File: src/rtl/vc_pkg.sv
// Shared types and helpers for the L1 victim-cache requester.
// Line geometry, FSM state encoding and line alignment.
package vc_pkg;

    localparam int S_OFFSET = 5;
    localparam int S_LINE   = 256;
    localparam int ADDR_W   = 32;

    typedef logic [S_LINE-1:0] line_t;
    typedef logic [ADDR_W-1:0] addr_t;

    typedef enum logic [2:0] {
        IDLE,
        VC_RD,
        PMEM_RD,
        VC_WR,
        FILL
    } l1vc_state_t;

    // Clear the byte-offset bits so every request names a whole line.
    function automatic addr_t align_line(addr_t a);
        return {a[ADDR_W-1:S_OFFSET], {S_OFFSET{1'b0}}};
    endfunction

endpackage

File: src/rtl/l1_vc_requester_if.sv
// Signal bundle between L1, the victim cache and lower memory.
// master = requester side, slave = L1/VC/memory side.
interface l1_vc_requester_if;
    import vc_pkg::*;

    logic  l1_miss_req;
    logic  l1_evict;
    addr_t l1_miss_addr;
    addr_t l1_victim_addr;
    line_t l1_victim_data;
    logic  l1_victim_dirty;
    line_t l1_fill_data;
    logic  l1_fill_valid;
    logic  l1_fill_from_vc;
    logic  busy;
    addr_t mem_address;
    logic  vc_read;
    logic  vc_write;
    line_t mem_wdata;
    logic  is_mem_wdata_dirty;
    line_t vc_vcmem_rdata256;
    logic  rdata_exists;
    logic  pmem_read;
    addr_t pmem_address;
    line_t pmem_rdata;
    logic  pmem_resp;

    modport master (
        input  l1_miss_req, l1_evict, l1_miss_addr,
        input  l1_victim_addr, l1_victim_data, l1_victim_dirty,
        output l1_fill_data, l1_fill_valid, l1_fill_from_vc, busy,
        output mem_address, vc_read, vc_write,
        output mem_wdata, is_mem_wdata_dirty,
        input  vc_vcmem_rdata256, rdata_exists,
        output pmem_read, pmem_address,
        input  pmem_rdata, pmem_resp
    );

    modport slave (
        output l1_miss_req, l1_evict, l1_miss_addr,
        output l1_victim_addr, l1_victim_data, l1_victim_dirty,
        input  l1_fill_data, l1_fill_valid, l1_fill_from_vc, busy,
        input  mem_address, vc_read, vc_write,
        input  mem_wdata, is_mem_wdata_dirty,
        output vc_vcmem_rdata256, rdata_exists,
        input  pmem_read, pmem_address,
        output pmem_rdata, pmem_resp
    );

endinterface

File: src/rtl/vc_req_timer.sv
// Per-state cycle timer: cleared on state entry, saturates at TIMEOUT-1.
// first_o marks the turnaround cycle, expire_o the response deadline.
module vc_req_timer #(
    parameter int TIMEOUT = 4,
    localparam int W = $clog2(TIMEOUT)
) (
    input  logic clk,
    input  logic rst,
    input  logic clear_i,
    input  logic enable_i,
    output logic first_o,
    output logic expire_o
);

    logic [W-1:0] cnt_q, cnt_d;

    // Next count: clear wins, otherwise count up and hold at the deadline.
    always_comb begin
        cnt_d = cnt_q;
        if (clear_i)
            cnt_d = '0;
        else if (enable_i && !expire_o)
            cnt_d = cnt_q + 1'b1;
    end

    // Counter register.
    always_ff @(posedge clk or negedge rst) begin
        if (!rst)
            cnt_q <= '0;
        else
            cnt_q <= cnt_d;
    end

    assign first_o  = (cnt_q == '0);
    assign expire_o = (cnt_q == W'(TIMEOUT - 1));

endmodule

File: src/rtl/l1_vc_requester.sv
// L1-side victim-cache initiator: probe VC, fall back to memory,
// write back the victim, then hand the fill line to L1.
module l1_vc_requester
    import vc_pkg::*;
#(
    parameter int VC_RESP_TIMEOUT = 4
) (
    input logic clk,
    input logic rst,
    l1_vc_requester_if.master bus
);

    l1vc_state_t state_q, state_d;
    addr_t miss_addr_q, victim_addr_q;
    line_t victim_data_q, fill_q;
    logic  evict_q, dirty_q, from_vc_q;
    logic  latch_req, ld_vc, ld_pm;
    logic  tmr_clr, tmr_first, tmr_expire;

    vc_req_timer #(
        .TIMEOUT (VC_RESP_TIMEOUT)
    ) u_timer (
        .clk      (clk),
        .rst      (rst),
        .clear_i  (tmr_clr),
        .enable_i (1'b1),
        .first_o  (tmr_first),
        .expire_o (tmr_expire)
    );

    // State register.
    always_ff @(posedge clk or negedge rst) begin
        if (!rst)
            state_q <= IDLE;
        else
            state_q <= state_d;
    end

    // Next state and latch strobes; responses in a state's first cycle are ignored.
    always_comb begin
        state_d   = state_q;
        latch_req = 1'b0;
        ld_vc     = 1'b0;
        ld_pm     = 1'b0;
        unique case (state_q)
            IDLE: begin
                if (bus.l1_miss_req) begin
                    latch_req = 1'b1;
                    state_d   = VC_RD;
                end
            end
            VC_RD: begin
                if (bus.rdata_exists && !tmr_first) begin
                    ld_vc   = 1'b1;
                    state_d = evict_q ? VC_WR : FILL;
                end else if (tmr_expire) begin
                    state_d = PMEM_RD;
                end
            end
            PMEM_RD: begin
                if (bus.pmem_resp) begin
                    ld_pm   = 1'b1;
                    state_d = evict_q ? VC_WR : FILL;
                end
            end
            VC_WR: begin
                if (bus.rdata_exists && !tmr_first)
                    state_d = FILL;
            end
            FILL:    state_d = IDLE;
            default: state_d = IDLE;
        endcase
    end

    assign tmr_clr = (state_d != state_q);

    // Request and fill-line latches.
    always_ff @(posedge clk or negedge rst) begin
        if (!rst) begin
            miss_addr_q   <= '0;
            victim_addr_q <= '0;
            victim_data_q <= '0;
            evict_q       <= 1'b0;
            dirty_q       <= 1'b0;
            fill_q        <= '0;
            from_vc_q     <= 1'b0;
        end else begin
            if (latch_req) begin
                miss_addr_q   <= bus.l1_miss_addr;
                victim_addr_q <= bus.l1_victim_addr;
                victim_data_q <= bus.l1_victim_data;
                evict_q       <= bus.l1_evict;
                dirty_q       <= bus.l1_victim_dirty;
            end
            if (ld_vc) begin
                fill_q    <= bus.vc_vcmem_rdata256;
                from_vc_q <= 1'b1;
            end else if (ld_pm) begin
                fill_q    <= bus.pmem_rdata;
                from_vc_q <= 1'b0;
            end
        end
    end

    assign bus.busy      = (state_q != IDLE);
    assign bus.vc_read   = (state_q == VC_RD);
    assign bus.vc_write  = (state_q == VC_WR);
    assign bus.pmem_read = (state_q == PMEM_RD);

    assign bus.mem_address =
        (state_q == VC_RD) ? align_line(miss_addr_q) :
        (state_q == VC_WR) ? align_line(victim_addr_q) : '0;

    assign bus.pmem_address =
        (state_q == PMEM_RD) ? align_line(miss_addr_q) : '0;

    assign bus.mem_wdata          = (state_q == VC_WR) ? victim_data_q : '0;
    assign bus.is_mem_wdata_dirty = (state_q == VC_WR) && dirty_q;

    assign bus.l1_fill_valid   = (state_q == FILL);
    assign bus.l1_fill_data    = (state_q == FILL) ? fill_q : '0;
    assign bus.l1_fill_from_vc = (state_q == FILL) && from_vc_q;

endmodule

File: src/flat_wrapper.sv
// flat-port wrapper written by rule: the top's interface ports become plain ports
module l1_vc_requester_flat import vc_pkg::*;
#(
    parameter int VC_RESP_TIMEOUT = 4
)
  (clk, rst, bus_l1_miss_req, bus_l1_evict, bus_l1_miss_addr, bus_l1_victim_addr, bus_l1_victim_data, bus_l1_victim_dirty, bus_l1_fill_data, bus_l1_fill_valid, bus_l1_fill_from_vc, bus_busy, bus_mem_address, bus_vc_read, bus_vc_write, bus_mem_wdata, bus_is_mem_wdata_dirty, bus_vc_vcmem_rdata256, bus_rdata_exists, bus_pmem_read, bus_pmem_address, bus_pmem_rdata, bus_pmem_resp);
  l1_vc_requester_if bus_i ();
  input logic clk;
  input logic rst;
  input wire logic [$bits(bus_i.l1_miss_req)-1:0] bus_l1_miss_req;
  input wire logic [$bits(bus_i.l1_evict)-1:0] bus_l1_evict;
  input wire logic [$bits(bus_i.l1_miss_addr)-1:0] bus_l1_miss_addr;
  input wire logic [$bits(bus_i.l1_victim_addr)-1:0] bus_l1_victim_addr;
  input wire logic [$bits(bus_i.l1_victim_data)-1:0] bus_l1_victim_data;
  input wire logic [$bits(bus_i.l1_victim_dirty)-1:0] bus_l1_victim_dirty;
  output wire logic [$bits(bus_i.l1_fill_data)-1:0] bus_l1_fill_data;
  output wire logic [$bits(bus_i.l1_fill_valid)-1:0] bus_l1_fill_valid;
  output wire logic [$bits(bus_i.l1_fill_from_vc)-1:0] bus_l1_fill_from_vc;
  output wire logic [$bits(bus_i.busy)-1:0] bus_busy;
  output wire logic [$bits(bus_i.mem_address)-1:0] bus_mem_address;
  output wire logic [$bits(bus_i.vc_read)-1:0] bus_vc_read;
  output wire logic [$bits(bus_i.vc_write)-1:0] bus_vc_write;
  output wire logic [$bits(bus_i.mem_wdata)-1:0] bus_mem_wdata;
  output wire logic [$bits(bus_i.is_mem_wdata_dirty)-1:0] bus_is_mem_wdata_dirty;
  input wire logic [$bits(bus_i.vc_vcmem_rdata256)-1:0] bus_vc_vcmem_rdata256;
  input wire logic [$bits(bus_i.rdata_exists)-1:0] bus_rdata_exists;
  output wire logic [$bits(bus_i.pmem_read)-1:0] bus_pmem_read;
  output wire logic [$bits(bus_i.pmem_address)-1:0] bus_pmem_address;
  input wire logic [$bits(bus_i.pmem_rdata)-1:0] bus_pmem_rdata;
  input wire logic [$bits(bus_i.pmem_resp)-1:0] bus_pmem_resp;
  assign bus_i.l1_miss_req = bus_l1_miss_req;
  assign bus_i.l1_evict = bus_l1_evict;
  assign bus_i.l1_miss_addr = bus_l1_miss_addr;
  assign bus_i.l1_victim_addr = bus_l1_victim_addr;
  assign bus_i.l1_victim_data = bus_l1_victim_data;
  assign bus_i.l1_victim_dirty = bus_l1_victim_dirty;
  assign bus_l1_fill_data = bus_i.l1_fill_data;
  assign bus_l1_fill_valid = bus_i.l1_fill_valid;
  assign bus_l1_fill_from_vc = bus_i.l1_fill_from_vc;
  assign bus_busy = bus_i.busy;
  assign bus_mem_address = bus_i.mem_address;
  assign bus_vc_read = bus_i.vc_read;
  assign bus_vc_write = bus_i.vc_write;
  assign bus_mem_wdata = bus_i.mem_wdata;
  assign bus_is_mem_wdata_dirty = bus_i.is_mem_wdata_dirty;
  assign bus_i.vc_vcmem_rdata256 = bus_vc_vcmem_rdata256;
  assign bus_i.rdata_exists = bus_rdata_exists;
  assign bus_pmem_read = bus_i.pmem_read;
  assign bus_pmem_address = bus_i.pmem_address;
  assign bus_i.pmem_rdata = bus_pmem_rdata;
  assign bus_i.pmem_resp = bus_pmem_resp;
  l1_vc_requester #(.VC_RESP_TIMEOUT(VC_RESP_TIMEOUT)) u_core (.clk(clk), .rst(rst), .bus(bus_i));
endmodule
File: config.mk
export PLATFORM = sky130hd
export DESIGN_NAME = l1_vc_requester_flat
export DESIGN_NICKNAME = d
export VERILOG_FILES = /design/src/rtl/vc_pkg.sv /design/src/rtl/l1_vc_requester_if.sv /design/src/rtl/vc_req_timer.sv /design/src/rtl/l1_vc_requester.sv /design/src/flat_wrapper.sv
export SDC_FILE = /design/constraint.sdc
export NUM_CORES = 1
export LEC_CHECK = 0
export ABC_AREA = 0
export CELL_PAD_IN_SITES_DETAIL_PLACEMENT = 0
export CELL_PAD_IN_SITES_GLOBAL_PLACEMENT = 1
export CORE_AREA = 2 2 557 559
export CTS_CLUSTER_SIZE = 28
export DETAILED_ROUTE_END_ITERATION = 7
export DIE_AREA = 0 0 559 561
export PLACE_DENSITY_LB_ADDON = 0.1
export SYNTH_ARGS = -nofsm -noshare
export SYNTH_HDL_FRONTEND = slang
export SYNTH_SLANG_ARGS = --single-unit
File: constraint.sdc
create_clock -name clk -period 2.75 [get_ports clk]
set_clock_uncertainty 0.2 [all_clocks]
set_input_delay 0.4125 -clock clk [delete_from_list [all_inputs] [get_ports clk]]
set_output_delay 0.4125 -clock clk [all_outputs]
set_load 0.02 [all_outputs]
# Word level (Yosys, flattened, before mapping)
# Index checks and enable logic that the tools add are counted.
[word_totals]
register_bits = 584
in_bits = 839
[op_classes]
n_mux = 24
add_sub_neg = 1
n_eq_ne = 7
reduce_logical = 8
[op_table]
columns = ["operator", "n"]
rows = [
  ["256-bit 2-to-1 mux", 4],
  ["32-bit 2-to-1 mux", 3],
  ["3-bit 2-to-1 mux", 6],
  ["3-bit case mux with 4 select lines", 1],
  ["1-bit 2-to-1 mux", 8],
  ["3-bit by 2-bit equality test with 1-bit output, second input constant", 2],
  ["2-bit 2-to-1 mux", 2],
  ["3-bit by 1-bit equality test with 1-bit output, second input constant", 1],
  ["3-bit equality test, second input constant", 1],
  ["1-bit logical AND", 3],
  ["3-bit zero test", 1],
  ["3-bit inequality test", 1],
  ["3-bit nonzero test", 1],
  ["2-bit by 1-bit adder with 2-bit output, second input constant", 1],
  ["2-bit equality test, second input constant", 1],
  ["2-bit zero test", 1],
  ["2-bit by 1-bit inequality test with 1-bit output, second input constant", 1],
  ["2-bit nonzero test", 1],
  ["1-bit zero test", 1],
]

# Longest topological paths before layout
# Gate-level depths: netlist of run 1.
[logic_depth]
word_depth = 7
mapped_depth = 9
depth_no_buf = 5

# Modules after synthesis
# A second synthesis of run 1 with hierarchy kept.
[hier_totals]
hier_cells = 2763
area_unflattened_um2 = 27512.6
[modules_own_cells]
columns = ["module", "n_inst", "area_per_inst_um2", "cells_per_inst"]
rows = [
  ["l1_vc_requester", 1, 27372.5, 2751],
  ["vc_req_timer", 1, 140.1, 12],
]

# Least setup slack after synthesis of run 1
# No wires, ideal clock.
[synth_timing]
kind = "reg2out"
start = "register u_core.state_q[2]"
end = "output port bus_mem_address[14]"
setup_slack_ns = 0.497
required_ns = 2.138
t_arrival_ns = 1.641
stages_incl_launch_ff = 6
path_cell_list = "dfrtp_1 buf_2 nor3b_2 clkbuf_1 clkbuf_1 a22o_1"
[synth_via]
elab_chain_cells = 3
elab_cells_between_ends = 4
[synth_lines]
columns = ["element", "line", "rtl"]
rows = [
  ["from (decl)", "l1_vc_requester.sv:13", "l1vc_state_t state_q, state_d;"],
  ["from (signal assigned)", "l1_vc_requester.sv:36", "state_q <= state_d;"],
  ["3-bit by 2-bit equality test with 1-bit output", "l1_vc_requester.sv:112", "(state_q == VC_WR) ? align_line(victim_addr_q) : '0;"],
  ["32-bit 2-to-1 mux", "l1_vc_requester.sv:112", ""],
  ["32-bit 2-to-1 mux *", "l1_vc_requester.sv:111", "(state_q == VC_RD) ? align_line(miss_addr_q) :"],
  ["to (decl)", "flat_wrapper.sv:20", "output wire logic [$bits(bus_i.mem_address)-1:0] bus_mem_address;"],
]
# Every way passes the cells marked *; elsewhere a longest branch is shown, timed or not.

# Worst setup path in the final report of run 1
[layout_timing]
start = "register u_core.state_q[0]"
end = "output port bus_l1_fill_data[153]"
[layout_via]
elab_chain_cells = 2
[layout_lines]
columns = ["element", "line", "rtl"]
rows = [
  ["3-bit equality test", "l1_vc_requester.sv:121", "assign bus.l1_fill_data = (state_q == FILL) ? fill_q : '0;"],
  ["256-bit 2-to-1 mux", "l1_vc_requester.sv:121", ""],
  ["to (decl)", "flat_wrapper.sv:16", "output wire logic [$bits(bus_i.l1_fill_data)-1:0] bus_l1_fill_data;"],
]
# Every way passes these cells.

==> results.json, run 1 <==
{
  "hpwl_mm": 159,
  "crit_path_start": "u_core.state_q[0]$_DFF_PN0_",
  "rsz0062_at_grt": "true",
  "dpl_cell_area_um2": 48800,
  "timing_hold_violations_final": 0,
  "final_common_cell": "clkdlybuf4s50_1",
  "core_area_um2": 308000,
  "hp-start": "bus_vc_vcmem_rdata256[186]",
  "dr.pass1.iters": 4,
  "worst_slew_pin_slew_ns": 0.818,
  "reg2reg_to": "u_core.fill_q[7]$_DFFE_PN0P_",
  "drive_gt1_share_pct": 28.3,
  "powerDensity_nw_per_um2": 898,
  "final_nets": 5487,
  "cap_violations": 0,
  "grt_remaining_overflow": 0,
  "hold_path_depth": 3,
  "multiInputGateArea_um2": 13300,
  "synth_cells": 2486,
  "rrSetupSlack_ns": 0,
  "postRouteAntennaNets": 0,
  "period_minus_slack_ns": 3.17,
  "r2r_start": "u_core.state_q[1]$_DFF_PN0_",
  "ys_ff_latch": 574,
  "maxSlewHeadroom_pct": 45.3,
  "drc": 0,
  "arrival_ns": 2.56,
  "stdcell_count": 8892,
  "cp-end-kind": "output port",
  "final_cell_mix": "829 x clkdlybuf4s50_1, 574 x dfrtp_1, 564 x dlygate4sd3_1, 304 x and2_1, 298 x buf_4",
  "pre_cts_slack_ns": -0.0566,
  "final_design_area_no_fill_um2": 60700,
  "leakagePower_nw": 24.4,
  "fp.dieW_um": 559,
  "area_delta_synth_final_pct": 115,
  "setup_violations": 568,
  "r2r_cells": 10,
  "ir_drop_mv": 0.496,
  "grt_pass1_vias": 31200,
  "htreeDepth": 3,
  "placementRows": 204,
  "worstPathRequired_ns": 2.14,
  "syn_avg_cell_area_um2": 11.3,
  "failed_checks": "setup timing",
  "routabilityCongestion": 0.762,
  "io_buffers": 1401,
  "clkTransAtPathRegs_ns": 0.05,
  "hold_ws_ns": 0.0792,
  "root_buffer": "clkbuf_16",
  "post-route-period-util_pct": 115,
  "yosysSeqAreaShare_pct": 50.9,
  "grt_max_degree": 88,
  "vias": 28200,
  "syn_area_um2": 28200,
  "antenna_found_initial": 136,
  "drtIter0Drc": 771,
  "wl_per_cell_um": 23.6,
  "synth_cell_types": 36,
  "yosys_warnings": 0,
  "via_per_inst": 3.17,
  "place_inst": 7975,
  "worstPathMaxFanout": 8,
  "cts_made_buffers": 95,
  "fp.dieH_um": 561,
  "drt-total-wl_mm": 210,
  "clock.fmax_mhz": 316,
  "grt_pass1_wl_mm": 280,
  "clk_latency_ns": 0.81,
  "cts_buffer_depth": 4,
  "slew_viol_final": 0,
  "layout_setup_ws_ns": -0.418,
  "ios": 1422,
  "cts_tree": "built",
  "dieArea_um2": 314000,
  "whs_endpoint": "u_core.fill_q[186]$_DFFE_PN0P_",
  "start_kind": "flop",
  "grtUsageTotal_pct": 12.8,
  "outcome": "finished, violations left",
  "min_path_type": "in2reg",
  "regArea_um2": 14400,
  "cts.sinks": 574,
  "start_util_pct": 9.17,
  "criticalPathCategory": "reg2out",
  "n_fill_cell": 33800
}
[synthesized netlist by cell type]
master,number,area [um^2]
a22o_1,27,236
nor3_1,1,5.00
buf_8,1,15.0
dfrtp_1,574,14400
mux2_1,210,2360
buf_4,35,263
nor3b_2,3,37.5
and4bb_2,1,12.5
and3_1,4,25.0
nor4_1,2,12.5
buf_6,30,338
ha_1,2,25.0
or3_4,1,11.3
nand2b_1,3,18.8
a221oi_1,1,8.76
and2_1,542,3390
nand3_1,253,1270
xor2_1,1,8.76
clkbuf_1,124,465
clkbuf_2,15,75.1
or3b_2,1,8.76
o311a_1,1,10.0
o21bai_1,2,15.0
buf_1,1,3.75
o21ai_0,253,1270
and3b_1,1,8.76
a221o_1,5,50.1
inv_1,6,22.5
buf_2,20,100
nor2_8,1,20.0
nor3b_1,1,7.51
conb_1,1,3.75
nor2b_1,3,18.8
mux2_2,102,1150
a21oi_1,3,15.0
mux2i_1,255,2550
[through the flow]
stage	setup TNS, ns	total power [mW]	util [%]
finish	-155.55	54.5	19.7
global route	-255.28	58.3	19.7
CTS	-285.22	53.6	19.0
detailed placement	-0.547	38.9	15.9
global placement	-3.67	38.9	15.9
floorplan	0	25.8	-
[power breakdown]
group          total [mW]  internal [mW]  switching [mW]
Combinational        26.9           13.8            13.2
Sequential           15.5           12.8            2.73
Clock                12.1           7.14            4.92
[metal layers]
layer	part of all wire [%]	track usage [%]	up-vias
met5	0.36	0	-
met4	3.2	4.12	112
met3	8.8	5.35	339
met2	48	21.6	1088
met1	40	14.5	13700
li1	-	-	13000
[state kept, by name, indices dropped and copies added, names as in the netlist]
| register | count |
|---|---|
| u_core.u_timer.cnt_q | 2 |
| u_core.miss_addr_q | 27 |
| u_core.dirty_q | 1 |
| u_core.victim_addr_q | 27 |
| u_core.evict_q | 1 |
| u_core.fill_q | 256 |
| u_core.from_vc_q | 1 |
| u_core.state_q | 3 |
| u_core.victim_data_q | 256 |
[worst max path at each step]
stage | to | slack (ns) | cells after the start
global placement | bus_mem_address[28] | -0.11 | 6
floorplan | bus_mem_address[14] | 0.50 | 5
CTS | bus_mem_wdata[23] | -0.62 | 8
finish | bus_l1_fill_data[153] | -0.42 | 9
global route | bus_mem_wdata[22] | -0.59 | 8
detailed placement | bus_mem_address[28] | -0.06 | 6
[final cells by class]
| cell class | count | share of cell area [%] |
|---|---|---|
| Timing Repair Buffer | 2280 | 40.8 |
| Sequential cell | 574 | 23.7 |
| Multi-Input combinational cell | 1689 | 21.8 |
| Tap cell | 4120 | 8.49 |
| Clock buffer | 146 | 4.61 |
| Clock inverter | 17 | 0.311 |
| Antenna cell | 60 | 0.247 |
| Inverter | 6 | 0.0371 |
[logic make-up (layout without fill, tap and decap cells)]
| group | Yosys count | count (layout) | share of synthesized area, % |
|---|---|---|---|
| compound gates | 292 | 292 | 5.68 |
| other cells | 1 | 70 | 0.0133 |
| mux | 567 | 567 | 21.5 |
| xor+xnor | 1 | 1 | 0.0311 |
| flops | 574 | 574 | 50.9 |
| simple gates | 817 | 817 | 17.2 |
| fa+ha+maj | 2 | 2 | 0.0887 |
| buf+inv | 232 | 2449 | 4.55 |
[repair_timing]
action | in CTS | in global routing
gates cloned | 19 | 25
hold endpoints to repair | 832 | 0
gates resized for setup | 846 | 1070
setup endpoints to repair | 573 | 583
pin swaps | 7 | 104
buffers inserted | 27 | 69
hold buffers | 564 | 0
[critical path, stage by stage, from the launching register on]
cell and delay [ns]:
dfrtp_1 0.41, buf_6 0.13, nor3b_4 0.22, buf_12 0.18
buf_16 0.19, buf_12 0.15, buf_16 0.13, buf_4 0.10
and2_4 0.13, buf_6 0.11
No activity file was read; power rests on OpenSTA's default activity.
==> inputs of run 2 (changes only) <==
--- a/config.mk
+++ b/config.mk
@@ -13,6 +13,7 @@
 export DETAILED_ROUTE_END_ITERATION = 7
 export DIE_AREA = 0 0 559 561
 export PLACE_DENSITY_LB_ADDON = 0.1
+export SETUP_SLACK_MARGIN = 0.15
 export SYNTH_ARGS = -nofsm -noshare
 export SYNTH_HDL_FRONTEND = slang
 export SYNTH_SLANG_ARGS = --single-unit
==> run 2 against run 1 <==
The flow still finishes with violations (setup timing); non-clock buffer count increased by 67; clock-buffer cell count unchanged; first-iteration DRC count increased by 8.2%; critical path type unchanged; largest cell class unchanged.
==> results.json, run 2 (same netlist as run 1, synthesis figures left out) <==
{
  "outcome": "finished, violations left",
  "failed_checks": "setup timing",
  "worst_slew_pin_slew_ns": 0.717,
  "final_nets": 5554,
  "path_cells": "buf_6, nor3b_4, buf_12, clkbuf_16, buf_16, clkbuf_16, and2_4, buf_6",
  "rsz0062_at_grt": "true",
  "timing_hold_violations_final": 0,
  "root_buffer": "clkbuf_16",
  "drc": 0,
  "worstPathMaxFanout": 7,
  "core_area_um2": 308000,
  "grt_pass1_wl_mm": 279,
  "post-route-period-util_pct": 115,
  "final_cell_mix": "827 x clkdlybuf4s50_1, 574 x dfrtp_1, 563 x dlygate4sd3_1, 453 x and2_4, 443 x buf_6",
  "ir_drop_mv": 0.501,
  "powerDensity_nw_per_um2": 919,
  "final_design_area_no_fill_um2": 63200,
  "fin_util_pct": 20.5,
  "reg_top3": "u_core.fill_q: 256 flops, u_core.victim_data_q: 256 flops",
  "hold_path_depth": 3,
  "arrival_ns": 2.55,
  "grt_pass1_vias": 31100,
  "pre_cts_slack_ns": -0.0566,
  "drtIter0Drc": 834,
  "critPathMaxStageDelay_ns": 0.41,
  "reg2reg_to": "u_core.fill_q[177]$_DFFE_PN0P_",
  "clkTransAtPathRegs_ns": 0.05,
  "area_delta_synth_final_pct": 124,
  "cts.sinks": 574,
  "setup_violations": 563,
  "ios": 1422,
  "via_per_inst": 3.19,
  "criticalPathCategory": "reg2out",
  "whs_endpoint": "u_core.fill_q[186]$_DFFE_PN0P_",
  "postRouteAntennaNets": 0,
  "htreeDepth": 3,
  "start_kind": "flop",
  "start_util_pct": 9.17,
  "grtUsageTotal_pct": 12.7,
  "r2r_cells": 12,
  "fp.dieW_um": 559,
  "cts_made_buffers": 95,
  "grt_max_degree": 88,
  "antenna_found_initial": 138,
  "worstPathRequired_ns": 2.14,
  "placementRows": 204,
  "drt-total-wl_mm": 216,
  "cts_tree": "built",
  "dieArea_um2": 314000,
  "leakagePower_nw": 25.3,
  "cap_violations": 0,
  "hp-start": "bus_vc_vcmem_rdata256[186]",
  "layout_setup_ws_ns": -0.416,
  "clk_latency_ns": 0.81,
  "r2r_start": "u_core.state_q[1]$_DFF_PN0_",
  "wl_per_cell_um": 24.1,
  "dr.pass1.iters": 4,
  "min_path_type": "in2reg",
  "maxSlewHeadroom_pct": 52.2,
  "hold_ws_ns": 0.0782,
  "fp.dieH_um": 561,
  "routabilityCongestion": 0.762,
  "dpl_cell_area_um2": 48800,
  "cts_buffer_depth": 4,
  "io_buffers": 1401,
  "n_fill_cell": 33600,
  "vias": 28600,
  "cp-end-kind": "output port",
  "drive_gt1_share_pct": 34.8,
  "cpMaxStageDelayCell": "dfrtp_1",
  "hpwl_mm": 159,
  "slew_viol_final": 0,
  "period_minus_slack_ns": 3.17,
  "grt_remaining_overflow": 0,
  "clock.fmax_mhz": 316,
  "rrSetupSlack_ns": 0.24,
  "final_common_cell": "clkdlybuf4s50_1",
  "timing.setup.tns_ns": -159.45
}
run 2: cell types whose count changed in the layout (fill, tap and decap cells not counted), sizes merged:
cell and change:
buf +121, clkbuf -1, dlygate4sd2 -41, clkdlybuf4s18 -1, clkdlybuf4s50 -2, bufbuf -2
dlygate4sd3 -1, diode +4, clkdlybuf4s15 -6
run 2: what timing repair did:
item,4_1_cts,5_1_grt
gates cloned,13,57
setup buffers,18,110
hold buffers,564,0
resized for setup,740,1910
pin swaps,6,215
endpoints found under the hold margin,832,0
endpoints found under the setup margin,584,698
run 2: worst max-delay path: cells and delay by family (launching register included):
| family | cells | cell delay [ns] |
|---|---|---|
| flip-flops | 1 | 0.41 |
| AND/OR/NAND/NOR | 2 | 0.36 |
| buffers and inverters | 6 | 0.97 |
run 2: worst max-delay path by stage:
stage	from	end	slack, ns	depth (start not counted)
2_1_floorplan	u_core.state_q[2]$_DFF_PN0_	bus_mem_address[14]	0.50	5
3_3_place_gp	u_core.state_q[1]$_DFF_PN0_	bus_mem_address[28]	-0.11	6
3_5_place_dp	u_core.state_q[1]$_DFF_PN0_	bus_mem_address[28]	-0.06	6
4_1_cts	u_core.state_q[2]$_DFF_PN0_	bus_mem_wdata[23]	-0.66	8
5_1_grt	u_core.state_q[2]$_DFF_PN0_	bus_mem_wdata[154]	-0.59	8
6_report	u_core.state_q[0]$_DFF_PN0_	bus_l1_fill_data[51]	-0.42	8
run 2: report_power, final:
part,internal (mW),switching (mW)
Combinational,16.1,14.2
Clock,7.14,4.92
Sequential,12.8,2.86
run 2: metal layers:
layer	vias up	routed length (um)	global-route usage, %
met5	-	713	0
met4	110	6740	4.01
met3	342	18800	5.37
met2	1078	104000	21.5
met1	13900	85100	14.4
li1	13100	-	-
run 2: final cells by class:
class | instances | area, um^2 | area share [%]
clock buffers | 146 | 2800 | 4.43
clock inverters | 17 | 189 | 0.299
repair buffers | 2347 | 26700 | 42.2
multi-input cells | 1689 | 13800 | 21.9
inverters | 6 | 22.5 | 0.0357
diodes | 64 | 160 | 0.254
flip-flops and latches | 574 | 14400 | 22.7
well taps | 4120 | 5150 | 8.16
run 2: through the flow:
step | cells | power (mW)
after detailed placement | 7975 | 38.9
after global placement | 7975 | 38.9
after CTS | 8733 | 53.2
final | 8963 | 58.0
after floorplan | 2495 | 25.8
after global routing | 8946 | 61.8
==> RTL edit 1 (config.mk and constraints of run 1) <==
`S_OFFSET`: 5 -> 6.
--- a/src/rtl/vc_pkg.sv
+++ b/src/rtl/vc_pkg.sv
@@ -2,7 +2,7 @@
 // Line geometry, FSM state encoding and line alignment.
 package vc_pkg;
 
-    localparam int S_OFFSET = 5;
+    localparam int S_OFFSET = 6;
     localparam int S_LINE   = 256;
     localparam int ADDR_W   = 32;
 
Function: changed (a bounded check fails within 4 cycles, from zero or initial values and one cycle with rst low).
==> RTL edit 1 against run 1 <==
  * Power down 3.5%
  * Wire length grew 4.8%
  * Final area fell by 0.22%
  * Highest routed layer unchanged
  * Sequential cell count decreased by 2
  * Fmax rose by 2.6%
  * Setup slack improved by 0.079 ns
  * First-iteration DRC count up 40%
  * The flow still finishes with violations (negative setup slack)
  * Synthesized area down 2.8%
==> RTL edit 1: results (changes against run 1) <==
status:
  outcome: "complete, but fails checks"  # unchanged
  violations: "negative setup slack"  # unchanged
placed_design:
  gp_congestion: 0.7792  # was 0.7623
  io_buffers: 1397  # was 1,401
  placed_cell_area_um2: 48530  # was 48,810 um^2
  place_hpwl_um: 170300  # was 159,400 um
grt:
  use_met3: 0.05205  # was 0.05353
  grt_pass1_vias: 32650  # was 31,210
  grt_pass1_wl_um: 292800  # was 280,100 um
  grt_usage: 0.1343  # was 0.1278
  grtUsageMet1: 0.1527  # was 0.1449
  use_met2: 0.2361  # was 0.2158
yosys:
  synth_xor_area_frac: 0.0003194  # was 0.0003106
  muxShareOfSynthArea: 0.1273  # was 0.2151
  synthTopCellsByArea: "dfrtp_1 52%, mux2_1 12%, nand2_1 6.9%, and2_1 6.5%, and3_1 5.9%"  # was dfrtp_1 51%, and2_1 12%, mux2i_1 9.1%, mux2_1 8.4%, nand3_1 4.5%
  synth_compound_area_frac: 0.07123  # was 0.05680
  synth-seq-area-share: 0.5220  # was 0.5095
  synth_top_family_by_area: "simple AND/OR/NAND/NOR gates"  # was multiplexers
  synthAdderAreaFrac: 0.0009127  # was 0.0008875
  synthDistinctLibCells: 37  # was 36
  netlist_top_cells_count: "572 x dfrtp_1, 502 x nand2_1, 288 x mux2_1, 285 x and2_1, 260 x and3_1"  # was 574 x dfrtp_1, 542 x and2_1, 255 x mux2i_1, 253 x nand3_1, 253 x o21ai_0
clock_tree:
  clock_sinks: 572  # was 574
  ctsResizeCount: 885  # was 846
  holdBufCountCts: 714  # was 564
  post_cts_buffers: 32  # was 27
finish:
  inverters: 5  # was 6
  drive_above_1_share: 0.2010  # was 0.2827
  buffer_area_frac: 0.4228  # was 0.4080
  multi_input_area_um2: 12200  # was 13,250 um^2
  nClkBuffers: 141  # was 146
  num-fill-cells: 34240  # was 33,810
  signal_buffers: 2397  # was 2,280
  regArea_um2: 14320  # was 14,360 um^2
  sh_seq_area: 0.2364  # was 0.2366
  multi_input_cells: 1940  # was 1,689
  antennaDiodeCount: 51  # was 60
  nNetsFinal: 5852  # was 5,487
  clockNetworkAreaShare: 0.05179  # was 0.04923
timing:
  fin_setup_tns_ns: -120.90  # was -155.55 ns
  setup_viol: 561  # was 568
  relSlewSlack: 0.4885  # was 0.4530
  finalWorstSetupSlack_ns: -0.3385  # was -0.4177 ns
setup_path:
  cp.arrival_ns: 2.48  # was 2.56 ns
  path_max_fanout: 14  # was 8
  crit_path_max_incr_delay_ns: 0.48  # was 0.41 ns
  critPathSlowestCell: "dfrtp_4"  # was dfrtp_1
pwr:
  ir_drop_mv: 0.4175  # was 0.4955 mV
  p_int_mw: 32.53  # was 33.66 mW
  swShare: 0.3814  # was 0.3822
  seqPwrFrac: 0.301  # was 0.284
route:
  vias: 30230  # was 28,210
  finalWirelength_um: 220100  # was 210,000 um
  met2WireLength_um: 109300  # was 101,200 um
  wl_met1_um: 87460  # was 83,030 um
  routed-wl-met3_um: 18220  # was 18,430 um
  drt_pass1_iterations: 6  # was 4
## RTL edit 1: cell types whose count changed after synthesis, moves of 27 or more
cell,change
buf_2,+45
mux2i_1,-254
o21ai_0,-247
mux2_2,-81
nand3_1,-236
nand2_1,+502
and3_1,+256
a31oi_1,+241
nor2_1,+240
and2_1,-257
buf_6,-27
mux2_1,+78
## RTL edit 1: power groups by stage
stage | Clock, mW | Sequential (mW) | Combinational [mW]
4_1_cts | 13.4 | 15.9 | 23.6
3_5_place_dp | 0 | 16.0 | 21.5
5_1_grt | 13.7 | 16.4 | 26.1
3_3_place_gp | 0 | 16.0 | 21.4
2_1_floorplan | 0 | 14.2 | 10.7
6_report | 12.7 | 15.8 | 24.1
## RTL edit 1: through the flow
step,instances,setup slack (ns),total power [mW]
floorplan,2775,0.5684,24.85
global placement,8239,0.01610,37.43
detailed placement,8239,0.008463,37.47
CTS,9166,-0.5452,52.94
global route,9227,-0.4944,56.09
finish,9250,-0.3385,52.60
## RTL edit 1: final timing paths
| kind | from | end | slack, ns |
|---|---|---|---|
| worst min register to register | u_core.victim_data_q[223]$_DFFE_PN0P_ | u_core.victim_data_q[223]$_DFFE_PN0P_ | 0.28 |
| min in group asynchronous | rst | u_core.victim_data_q[44]$_DFFE_PN0P_ | 0.53 |
| max in group asynchronous | rst | u_core.victim_data_q[38]$_DFFE_PN0P_ | 0.79 |
| worst min-delay path | bus_vc_vcmem_rdata256[66] | u_core.fill_q[66]$_DFFE_PN0P_ | 0.07 |
| worst max-delay path | u_core.state_q[2]$_DFF_PN0_ | bus_mem_wdata[91] | -0.34 |
| worst max register to register | u_core.state_q[1]$_DFF_PN0_ | u_core.victim_data_q[83]$_DFFE_PN0P_ | 0.18 |
==> RTL edit 2 (config.mk and constraints of run 1) <==
Without the edit above. Reset style: synchronous (`rst`), changed in 3 clocked blocks.
--- a/src/rtl/vc_req_timer.sv
+++ b/src/rtl/vc_req_timer.sv
@@ -24,7 +24,7 @@
     end
 
     // Counter register.
-    always_ff @(posedge clk or negedge rst) begin
+    always_ff @(posedge clk) begin
         if (!rst)
             cnt_q <= '0;
         else
--- a/src/rtl/l1_vc_requester.sv
+++ b/src/rtl/l1_vc_requester.sv
@@ -29,7 +29,7 @@
     );
 
     // State register.
-    always_ff @(posedge clk or negedge rst) begin
+    always_ff @(posedge clk) begin
         if (!rst)
             state_q <= IDLE;
         else
@@ -75,7 +75,7 @@
     assign tmr_clr = (state_d != state_q);
 
     // Request and fill-line latches.
-    always_ff @(posedge clk or negedge rst) begin
+    always_ff @(posedge clk) begin
         if (!rst) begin
             miss_addr_q   <= '0;
             victim_addr_q <= '0;
Check against the original RTL: not equivalent (a bounded check fails within 4 cycles, from zero or initial values and one cycle with rst low; the reset may be asserted at any time).
==> RTL edit 2 against run 1 <==
  * The run still ends with negative setup slack left
  * Die area stayed put
  * Synthesized area fell by 6.5%
  * Wire length increased by 11%
  * Final area fell by 2.0%
  * Fmax shrank 4.1%
  * Non-clock buffer count up 117
  * Critical path depth is 3 lower
  * Count of clock-buffer cells in the layout down 1
  * Setup slack worse by 0.14 ns
  * Sequential cell count unchanged
  * Largest cell class unchanged
Power is not compared: it rests on default switching activity, and its combinational part moved more than twofold at a synthesized area within 25%.
==> RTL edit 2: results (changes against run 1) <==
status:
  outcome: "complete, but fails checks"  # unchanged
  violations: "negative setup slack"  # unchanged
timing:
  finalWorstSetupSlack_ns: -0.5532  # was -0.4177 ns
  setup_viol: 599  # was 568
  holdWs_ns: 0.04363  # was 0.07922 ns
  tightestPinTransition_ns: 0.6388  # was 0.8178 ns
route:
  routed_via_density: 3.340  # was 3.173
  wl_met1_um: 95540  # was 83,030 um
  drtIter0Drc: 1265  # was 771
  wl_per_cell_um: 23.60  # was 23.62 um
  met2WireLength_um: 108900  # was 101,200 um
yosys:
  synthTopCellsByArea: "dfxtp_1 44%, nand2_1 16%, and2_1 13%, a21boi_0 6.8%, a31oi_1 5.7%"  # was dfrtp_1 51%, and2_1 12%, mux2i_1 9.1%, mux2_1 8.4%, nand3_1 4.5%
  syn_inst: 3452  # was 2,486
  synthDistinctLibCells: 42  # was 36
  netlist_top_cells_count: "1,122 x nand2_1, 574 x dfxtp_1, 544 x and2_1, 241 x o21ai_0, 240 x a31oi_1"  # was 574 x dfrtp_1, 542 x and2_1, 255 x mux2i_1, 253 x nand3_1, 253 x o21ai_0
setup_path:
  cp.arrival_ns: 2.69  # was 2.56 ns
  ff2ff_setup_slack_ns: -0.13  # was 0 ns
  reg2reg_from: "u_core.state_q[0]$_SDFF_PN0_"  # was u_core.state_q[1]$_DFF_PN0_
  crit_path_max_incr_delay_ns: 0.61  # was 0.41 ns
  path_max_fanout: 10  # was 8
  r2r_cells: 9  # was 10
  critPathSlowestCell: "clkdlybuf4s50_1"  # was dfrtp_1
grt:
  grtUsageMet1: 0.1631  # was 0.1449
  grt_pass1_wl_um: 306100  # was 280,100 um
  antenna_found_initial: 162  # was 136
placed_design:
  place_hpwl_um: 176800  # was 159,400 um
  dp_cells: 8870  # was 7,975
  placed_cell_area_um2: 47340  # was 48,810 um^2
min_path:
  min-delay-start: "bus_l1_evict"  # was bus_vc_vcmem_rdata256[186]
  hold-path-endpoint: "u_core.evict_q$_SDFFE_PN0P_"  # was u_core.fill_q[186]$_DFFE_PN0P_
finish:
  drive_above_1_share: 0.2107  # was 0.2827
clock_tree:
  cts_inserted_buffers: 97  # was 95
RTL edit 2: changes by cell type after synthesis, sizes merged, moves of 240 or more:
cell | run 1 | this run
a21boi | 0 | 329
a31oi | 0 | 240
dfrtp | 574 | 0
dfxtp | 0 | 574
mux2 | 312 | 0
mux2i | 255 | 1
nand2 | 0 | 1123
nand3 | 253 | 1
RTL edit 2: cell families (layout without fill, tap and decap cells):
family                   count (synthesis)  count (layout)  share of synthesized area
multiplexers                             1               1                  0.0003795
XOR/XNOR                                 1               1                  0.0003321
buffers and inverters                  324            2558                    0.05512
adder cells (fa/ha/maj)                  2               2                  0.0009486
AND/OR/NAND/NOR                       1688            1688                     0.2952
other                                    1              71                  0.0001422
flip-flops                             574             574                     0.4357
AO/OA/AOI/OAI                          861             861                     0.2122
RTL edit 2: area by class of cell:
| cell class | count | area (um^2) | share of cell area |
|---|---|---|---|
| Timing Repair Buffer | 2397 | 25700 | 0.4321 |
| Multi-Input combinational cell | 2563 | 14110 | 0.2372 |
| Sequential cell | 574 | 11500 | 0.1933 |
| Tap cell | 4120 | 5155 | 0.08665 |
| Clock buffer | 145 | 2728 | 0.04585 |
| Antenna cell | 61 | 152.6 | 0.002566 |
| Clock inverter | 11 | 120.1 | 0.002019 |
| Inverter | 5 | 18.77 | 0.0003155 |
RTL edit 2: worst max path at each step:
stage                                            start              endpoint  slack, ns
after floorplan           u_core.state_q[1]$_SDFF_PN0_  bus_pmem_address[22]       0.61
after global placement    u_core.state_q[1]$_SDFF_PN0_   bus_l1_fill_data[8]      -0.05
after detailed placement  u_core.state_q[1]$_SDFF_PN0_  bus_l1_fill_data[32]      -0.08
after CTS                 u_core.state_q[1]$_SDFF_PN0_     bus_mem_wdata[87]      -0.79
after global routing      u_core.state_q[2]$_SDFF_PN0_    bus_mem_wdata[149]      -0.67
final                     u_core.state_q[0]$_SDFF_PN0_     bus_mem_wdata[83]      -0.55
RTL edit 2: where the power goes:
group          switching, mW  total, mW  leakage [nW]  internal (mW)
Combinational           1.65       4.03          16.7           2.37
Sequential             0.278       9.04          4.69           8.76
Clock                   5.12       12.0          1.39           6.85
RTL edit 2: worst reg2reg max path: cells and delay by family, from the launching register on:
kind,cells,cell delay [ns]
buf+inv,5,1.44
simple gates,2,0.45
flops,1,0.36
compound gates,2,0.31
RTL edit 2: timing repair:
item,CTS,global route
setup endpoints to repair,572,610
gates cloned,10,22
pin swaps,5,55
resized for setup,796,1100
setup buffers,31,92
hold buffers,643,0
endpoints found under the hold margin,540,0
RTL edit 2: through the flow:
stage	power [mW]	setup slack [ns]
after floorplan	10.11	0.6099
after global placement	12.33	-0.05486
after detailed placement	12.34	-0.07642
after CTS	25.83	-0.7938
after global routing	26.39	-0.6708
final	25.03	-0.5532
